### src/rtl/parity_frame_tx_if.sv
// Word handshake between the producer and the parity frame transmitter.
interface parity_frame_tx_if;
   logic        in_valid;
   logic        in_ready;
   logic [15:0] in_data;
   logic        force_err;

   modport master (output in_valid, output in_data, output force_err, input in_ready);
   modport slave  (input in_valid, input in_data, input force_err, output in_ready);
endinterface

### src/rtl/parity_frame_tx.sv
// Serialises a 16-bit word as a 20-bit frame: start, 16 data bits LSB first,
// group-A parity, group-B parity, stop. One frame in flight at a time.
module parity_frame_tx #(
   parameter int CLKS_PER_BIT = 4,
   parameter bit ODD_PARITY   = 1'b0
) (
   input  logic             CK,
   input  logic             RST,
   parity_frame_tx_if.slave link,
   output logic             tx,
   output logic             busy,
   output logic             done
);

   localparam int            CW       = $clog2(CLKS_PER_BIT + 1);
   localparam logic [CW-1:0] CNT_LAST = CW'(CLKS_PER_BIT - 1);

   typedef enum logic [2:0] {
      IDLE,
      START,
      DATA,
      PAR_A,
      PAR_B,
      STOP
   } state_t;

   state_t        state_q, state_d;
   logic [CW-1:0] cnt_q, cnt_d;
   logic [3:0]    bit_q, bit_d;
   // Shift register holds {PB, PA, data}; bit 0 is always the next payload bit.
   logic [17:0]   shreg_q, shreg_d;
   logic          done_d;
   logic          tx_d;
   logic          accept;
   logic          bit_end;
   logic          par_a;
   logic          par_b;

   assign accept  = link.in_valid && link.in_ready;
   assign bit_end = (cnt_q == CNT_LAST);
   assign par_a   = (^link.in_data[7:0]) ^ ODD_PARITY ^ link.force_err;
   assign par_b   = (^link.in_data[15:8]) ^ ODD_PARITY;

   // State register: all state plus the registered tx and done outputs.
   // NOTE: sequential state uses non-blocking assignments so every register
   // samples the pre-edge values regardless of statement order.
   always_ff @(posedge CK) begin
      if (RST) begin
         state_q <= IDLE;
         cnt_q   <= '0;
         bit_q   <= '0;
         shreg_q <= '0;
         tx      <= 1'b1;
         done    <= 1'b0;
      end else begin
         state_q <= state_d;
         cnt_q   <= cnt_d;
         bit_q   <= bit_d;
         shreg_q <= shreg_d;
         tx      <= tx_d;
         done    <= done_d;
      end
   end

   // Next-state logic: capture on accept, then step each bit after CLKS_PER_BIT cycles.
   // NOTE: every signal gets a default first so no path leaves it unassigned,
   // which would otherwise infer a latch.
   always_comb begin
      state_d = state_q;
      cnt_d   = cnt_q;
      bit_d   = bit_q;
      shreg_d = shreg_q;
      done_d  = 1'b0;

      if (state_q != IDLE) begin
         cnt_d = bit_end ? '0 : cnt_q + CW'(1);
      end

      case (state_q)
         IDLE: begin
            if (accept) begin
               state_d = START;
               cnt_d   = '0;
               bit_d   = '0;
               shreg_d = {par_b, par_a, link.in_data};
            end
         end
         START: begin
            if (bit_end) state_d = DATA;
         end
         DATA: begin
            if (bit_end) begin
               shreg_d = shreg_q >> 1;
               bit_d   = bit_q + 4'd1;
               if (bit_q == 4'd15) state_d = PAR_A;
            end
         end
         PAR_A: begin
            if (bit_end) begin
               shreg_d = shreg_q >> 1;
               state_d = PAR_B;
            end
         end
         PAR_B: begin
            if (bit_end) state_d = STOP;
         end
         STOP: begin
            if (bit_end) begin
               state_d = IDLE;
               done_d  = 1'b1;
            end
         end
         default: state_d = IDLE;
      endcase
   end

   // Output logic: handshake/status from the current state, tx value for the next state.
   always_comb begin
      link.in_ready = (state_q == IDLE);
      busy          = (state_q != IDLE);
      case (state_d)
         START:              tx_d = 1'b0;
         DATA, PAR_A, PAR_B: tx_d = shreg_d[0];
         default:            tx_d = 1'b1;
      endcase
   end

endmodule
### src/flat_wrapper.sv
// flat-port wrapper written by rule: the top's interface ports become plain ports
module parity_frame_tx_flat 
#(
   parameter int CLKS_PER_BIT = 4,
   parameter bit ODD_PARITY   = 1'b0
)
  (CK, RST, tx, busy, done, link_in_valid, link_in_data, link_force_err, link_in_ready);
  parity_frame_tx_if link_i ();
  input  logic CK;
  input  logic RST;
  output logic tx;
  output logic busy;
  output logic done;
  input wire logic [$bits(link_i.in_valid)-1:0] link_in_valid;
  input wire logic [$bits(link_i.in_data)-1:0] link_in_data;
  input wire logic [$bits(link_i.force_err)-1:0] link_force_err;
  output wire logic [$bits(link_i.in_ready)-1:0] link_in_ready;
  assign link_i.in_valid = link_in_valid;
  assign link_i.in_data = link_in_data;
  assign link_i.force_err = link_force_err;
  assign link_in_ready = link_i.in_ready;
  parity_frame_tx #(.CLKS_PER_BIT(CLKS_PER_BIT), .ODD_PARITY(ODD_PARITY)) u_core (.CK(CK), .RST(RST), .link(link_i), .tx(tx), .busy(busy), .done(done));
endmodule
### config.mk
export PLATFORM = sky130hd
export DESIGN_NAME = parity_frame_tx_flat
export DESIGN_NICKNAME = d
export VERILOG_FILES = /design/src/rtl/parity_frame_tx_if.sv /design/src/rtl/parity_frame_tx.sv /design/src/flat_wrapper.sv
export SDC_FILE = /design/constraint.sdc
export NUM_CORES = 1
export LEC_CHECK = 0
export CAP_MARGIN = 10
export CORE_UTILIZATION = 55
export DETAILED_ROUTE_END_ITERATION = 10
export PLACE_DENSITY = 0.82
export SYNTH_ARGS = -nofsm -noshare
export SYNTH_HDL_FRONTEND = slang
export SYNTH_SLANG_ARGS = --single-unit
### constraint.sdc
create_clock -name CK -period 2.8 [get_ports CK]
set_clock_uncertainty 0.1 [all_clocks]
set_input_delay 0.28 -clock CK [delete_from_list [all_inputs] [get_ports CK]]
set_output_delay 0.28 -clock CK [all_outputs]
set_load 0.01 [all_outputs]
==> results of run 1 <==
-- state kept, by name (all words and copies together) (netlist names) --
register        count
u_core.shreg_q     18
u_core.bit_q        4
u_core.cnt_q        3
u_core.state_q      3
u_core.done         1
u_core.tx           1
-- metrics by stage --
stage,total power [uW],hold WS [ns]
2_1_floorplan,563,0.336
3_3_place_gp,618,0.342
3_5_place_dp,626,0.346
4_1_cts,876,0.358
5_1_grt,904,0.375
6_report,867,0.358
-- power by group through the flow --
| stage | Clock [uW] | Combinational, uW | Sequential (uW) |
|---|---|---|---|
| 3_5_place_dp | 0 | 155 | 471 |
| 4_1_cts | 259 | 156 | 461 |
| 5_1_grt | 272 | 169 | 463 |
| 6_report | 250 | 155 | 461 |
| 3_3_place_gp | 0 | 148 | 470 |
| 2_1_floorplan | 0 | 95.3 | 468 |
-- logic make-up (layout without fill, tap and decap cells) --
| logic type | Yosys count | in the layout | synth area share |
|---|---|---|---|
| buffers and inverters | 14 | 37 | 0.0406 |
| and+or+nand+nor | 55 | 55 | 0.196 |
| adders and majority gates | 2 | 2 | 0.0176 |
| DFF | 30 | 30 | 0.424 |
| xor gates and xnor gates | 18 | 18 | 0.111 |
| AOI/OAI and AO/OA | 48 | 48 | 0.211 |
-- worst paths after layout --
path,from,slack [ns],cells after the start,end
setup / recovery,u_core.state_q[1],0.51,3,link_in_ready
hold / removal,u_core.shreg_q[9],0.36,2,u_core.shreg_q[9]
setup reg to reg,u_core.state_q[2],0.79,6,u_core.tx
hold reg to reg,u_core.shreg_q[9],0.36,2,u_core.shreg_q[9]
-- final cells by class --
cell class	count	area share
Clock buffer	6	0.0298
Inverter	4	0.00871
Multi-Input combinational cell	123	0.440
Sequential cell	30	0.348
Tap cell	30	0.0218
Timing Repair Buffer	27	0.151
-- routing by layer --
metal	part of all wire	GRT usage
met3	0.041	0.0870
met1	0.45	0.289
met5	0	0
met4	0.0075	0.0658
met2	0.50	0.386
-- cell usage after synthesis, drive strengths merged --
library cell / instances / share of area
dfxtp: 30 / 0.42
a21oi: 24 / 0.085
nand2: 21 / 0.056
a22oi: 17 / 0.090
xnor2: 15 / 0.093
nor2: 13 / 0.036
clkbuf: 8 / 0.021
inv: 4 / 0.011
nor3: 4 / 0.014
nand3: 3 / 0.011
xor2: 3 / 0.019
buf: 2 / 0.0088
ha: 2 / 0.018
nand2b: 2 / 0.0088
nand3b: 2 / 0.011
nand4: 2 / 0.0088
nor2b: 2 / 0.0088
nor4b: 2 / 0.017
o22ai: 2 / 0.0088
a22o: 1 / 0.0062
a31o: 1 / 0.0062
a31oi: 1 / 0.0044
a41o: 1 / 0.0071
and3b: 1 / 0.0062
and4bb: 1 / 0.0088
o21ai: 1 / 0.0035
or3: 1 / 0.0044
or3b: 1 / 0.0062
-- worst max-delay path, stage by stage (launching register included) --
cell and delay, ns:
dfxtp_1 0.44, or3_1 0.50, inv_2 0.11, clkdlybuf4s50_1 0.53
==> impl_metrics.json, run 1 <==
{
  "status": "complete, no violations",
  "cts_resized": 0,
  "ys_types": 32,
  "seq_area_um2": 601,
  "antenna_found_initial": 0,
  "finalHoldViolCount": 0,
  "drc": 0,
  "ys_warn_count": 0,
  "final_util": 0.702,
  "switching_power_uw": 223,
  "dp_worst_setup_slack_ns": 0.578,
  "yosysSeqAreaShare": 0.424,
  "multiInputGateArea_um2": 759,
  "drive_gt1_frac": 0.0684,
  "dpl_cell_area_mm2": 0.00167,
  "finalSetupViolCount": 0,
  "dieArea_mm2": 0.00278,
  "routed_via_density": 5.73,
  "p_int_uw": 643,
  "cp.arrival_ns": 1.91,
  "grt_pass1_wl_um": 4660,
  "fmax_ghz": 0.436,
  "pwr-share-seq": 0.532,
  "synth_area_mm2": 0.00142,
  "synth_nets": 189,
  "tightest_slew_ns": 0.533,
  "finalCritPeriodShare": 0.818,
  "fill_cells": 221,
  "synth.avg_cell_area_um2": 8.49,
  "via_count": 1260,
  "cts_tree": "yes",
  "postRouteAntennaNets": 0,
  "post-dp-hpwl_um": 2190,
  "crit_type": "reg -> out",
  "p_per_area_mw_per_mm2": 503,
  "start_kind": "register",
  "fin_cells": 220,
  "initialDrtViolationCount": 24,
  "dpl.cell_count": 214,
  "htree_levels": 2,
  "netlist_instances": 167,
  "layout_commonest_cell": "dfxtp_1",
  "design_area_mm2": 0.00172,
  "overflow": 0,
  "coreArea_mm2": 0.00245,
  "root_buffer": "clkbuf_4",
  "irDropWorstVdd_v": 0.000425,
  "cap_violations": 0,
  "numCtsBuffers": 5,
  "dr.pass1.iters": 5,
  "post-cts-setup-buffer-count": 0,
  "finalMaxSlewViolations": 0,
  "cp_max_fo": 13,
  "cts_buffer_depth": 2,
  "hold_path_class": "reg -> reg",
  "worst_slack_ns": 0.509,
  "cts.clk_slew.worst_paths_ns": 0.08,
  "grt_max_degree": 23,
  "wl_per_cell_um": 13.9,
  "syn_to_final_growth_pct": 21.6,
  "cts.hold.buffers_added": 0,
  "final_nets": 213,
  "fp.dieH_um": 52.8,
  "grt.total_usage": 0.236,
  "clockPowerShare": 0.288,
  "initial_utilization": 0.577,
  "slew_headroom": 0.644,
  "sw_frac_of_total": 0.258,
  "antenna_cells": 0,
  "grt_pass1_vias": 1079,
  "cp_data_required_time_ns": 2.42,
  "cts.sinks": 30,
  "portBuffers": 23,
  "leakage_uw": 0.000621,
  "min_period_ns": 2.29,
  "fin_tns_setup_ns": 0,
  "routed_wl_um": 3070,
  "cp-end-kind": "output pin",
  "layout_common_cells": "dfxtp_1 (30), a21oi_1 (24), clkdlybuf4s50_1 (23)",
  "rsz0062_at_grt": "false",
  "fp-row-count": 18,
  "ys_seq_elements": 30,
  "comb_power_share": 0.179,
  "clock_latency_ns": 0.33,
  "io_pins": 24,
  "place_congestion": 0.808,
  "die_w_um": 52.8
}
No activity file was read; power rests on OpenSTA's default activity.
==> inputs of run 2 (changes only) <==
CORE_UTILIZATION = 46   (was 55)
PLACE_DENSITY = 0.73   (was 0.82)
clock period = 1.9 ns   (was 2.8 ns; I/O delays follow)
==> run 2 against run 1 <==
Effect of this change:
- the flow now finishes with violations (DRC)
- first-iteration DRC count increased by 46%
- register-to-register slack got worse by 0.73 ns
- sequential power grew 48%
- sequential share of layout area down 1.7 points
- clock power up 61%
- setup slack worse by 0.44 ns
- count of clock-buffer cells in the layout unchanged
- critical path depth increased by 3
- flip-flop and latch count unchanged
- wire length increased by 1.7%
- global-route usage is 2.7 points lower
- utilization down 5.7 points
- critical endpoint is now u_core.tx
- largest cell class unchanged
==> impl_metrics.json, run 2 (synthesis gave the netlist of run 1 again) <==
{
  "status": "finished, violations left",
  "violations": "DRC",
  "crit_path_cell_trace": "ha_4, and4bb_1, a41o_1, o22ai_2, or3b_1, a31o_1",
  "fmax_ghz": 0.545,
  "fp.dieH_um": 57.5,
  "postRouteAntennaNets": 0,
  "dieArea_mm2": 0.00331,
  "largest_reg_flops": 18,
  "reg2regPathDepth": 6,
  "htree_levels": 2,
  "cp_data_required_time_ns": 2.04,
  "tightest_slew_ns": 0.367,
  "cpMaxStageDelayCell": "dfxtp_1",
  "grt_pass1_vias": 1184,
  "grt_pass1_wl_um": 5160,
  "cp.arrival_ns": 1.98,
  "min_to": "u_core.shreg_q[7]",
  "r2r_end": "u_core.tx",
  "place_congestion": 0.824,
  "layout_commonest_cell": "dfxtp_1",
  "cts_buffer_depth": 2,
  "routed_via_density": 5.61,
  "cts.clk_slew.worst_paths_ns": 0.10,
  "clock_latency_ns": 0.33,
  "portBuffers": 23,
  "multiInputGateArea_um2": 787,
  "cts.sinks": 30,
  "die_w_um": 57.5,
  "grt_max_degree": 32,
  "via_count": 1285,
  "crit_type": "reg -> reg",
  "slew_headroom": 0.754,
  "post-dp-hpwl_um": 2090,
  "finalHoldViolCount": 0,
  "seq_area_um2": 604,
  "numCtsBuffers": 5,
  "leakage_uw": 0.000664,
  "final_nets": 219,
  "root_buffer": "clkbuf_4",
  "top_regs": "u_core.shreg_q (18), u_core.bit_q (4)",
  "finalPower_uw": 1320,
  "p_per_area_mw_per_mm2": 723,
  "initial_utilization": 0.501,
  "fill_cells": 247,
  "rrSetupSlack_ns": 0.06,
  "antenna_found_initial": 0,
  "cap_violations": 0,
  "syn_to_final_growth_pct": 28.7,
  "cp_max_fo": 5,
  "finalMaxSlewViolations": 0,
  "grt.total_usage": 0.209,
  "wl_per_cell_um": 13.6,
  "min_period_ns": 1.84,
  "cp-end-kind": "register",
  "initialDrtViolationCount": 35,
  "drc": 2,
  "coreArea_mm2": 0.00283,
  "largest-register": "u_core.shreg_q",
  "slowest_delay_ns": 0.39,
  "layout_common_cells": "dfxtp_1 (27), a21oi_1 (23), nand2_1 (21), clkdlybuf4s50_1 (21), a22oi_1 (17)",
  "r2r_start": "u_core.cnt_q[1]",
  "hold_path_class": "reg -> reg",
  "finalCritPeriodShare": 0.966,
  "overflow": 0,
  "irDropWorstVdd_v": 0.000489,
  "hold_depth": 2,
  "worst_slack_ns": 0.0648,
  "dr.pass1.iters": 7,
  "dp_worst_setup_slack_ns": -0.101,
  "worstHoldStart": "u_core.shreg_q[7]",
  "antenna_cells": 0,
  "finalSetupViolCount": 0,
  "fp-row-count": 19,
  "cts_tree": "yes",
  "routed_wl_um": 3120,
  "start_kind": "register",
  "io_pins": 24,
  "drive_gt1_frac": 0.141
}
## run 2: repair_timing
| action | in CTS | in global routing |
|---|---|---|
| buffers inserted | 0 | 0 |
| cloned | 0 | 0 |
| setup endpoints to repair | 3 | 1 |
| pin swaps | 0 | 0 |
| hold buffers | 0 | 0 |
| resized for setup | 7 | 3 |
## run 2: worst max path at each step
stage / startpoint / end / slack [ns]
after floorplan: u_core.cnt_q[0] / u_core.tx / 0.002
after global placement: link_in_valid / u_core.tx / 0.005
after detailed placement: link_in_valid / u_core.tx / -0.10
after CTS: u_core.cnt_q[0] / u_core.tx / 0.03
after global routing: u_core.cnt_q[1] / u_core.tx / -0.005
final: u_core.cnt_q[1] / u_core.tx / 0.06
## run 2: power breakdown
group	internal, uW	total (uW)	switching [uW]
clock	178	402	224
sequential	661	682	21.2
combinational	128	236	108
total	967	1320	353
## run 2: metal layers
metal | up-vias | track usage | share of wire
li1 | 647 | - | -
met1 | 608 | 0.249 | 0.45
met2 | 22 | 0.349 | 0.49
met3 | 8 | 0.0476 | 0.039
met4 | 0 | 0.115 | 0.021
met5 | - | 0 | 0
## run 2: layout make-up
type	instances	area share
multi-input combinational	123	0.431
sequential	30	0.331
clock inverter	2	0.00686
timing repair buffer	33	0.173
clock buffer	6	0.0281
inverter	4	0.00823
tap	31	0.0213
## run 2: stage by stage
stage	setup TNS (ns)	hold slack, ns	area, um2	util	std cells
after floorplan	0	0.271	1420	-	167
after global placement	0	0.342	1730	0.612	221
after detailed placement	-0.101	0.346	1730	0.612	221
after CTS	0	0.360	1810	0.640	229
after global routing	-0.00525	0.375	1820	0.645	229
final	0	0.359	1820	0.645	229
## run 2: worst max-delay path: cells and delay by family, from the launching register on
family | cells | cell delay [ns]
adders and majority gates | 1 | 0.17
DFF | 1 | 0.39
and+or+nand+nor | 2 | 0.59
AOI/OAI and AO/OA | 3 | 0.50
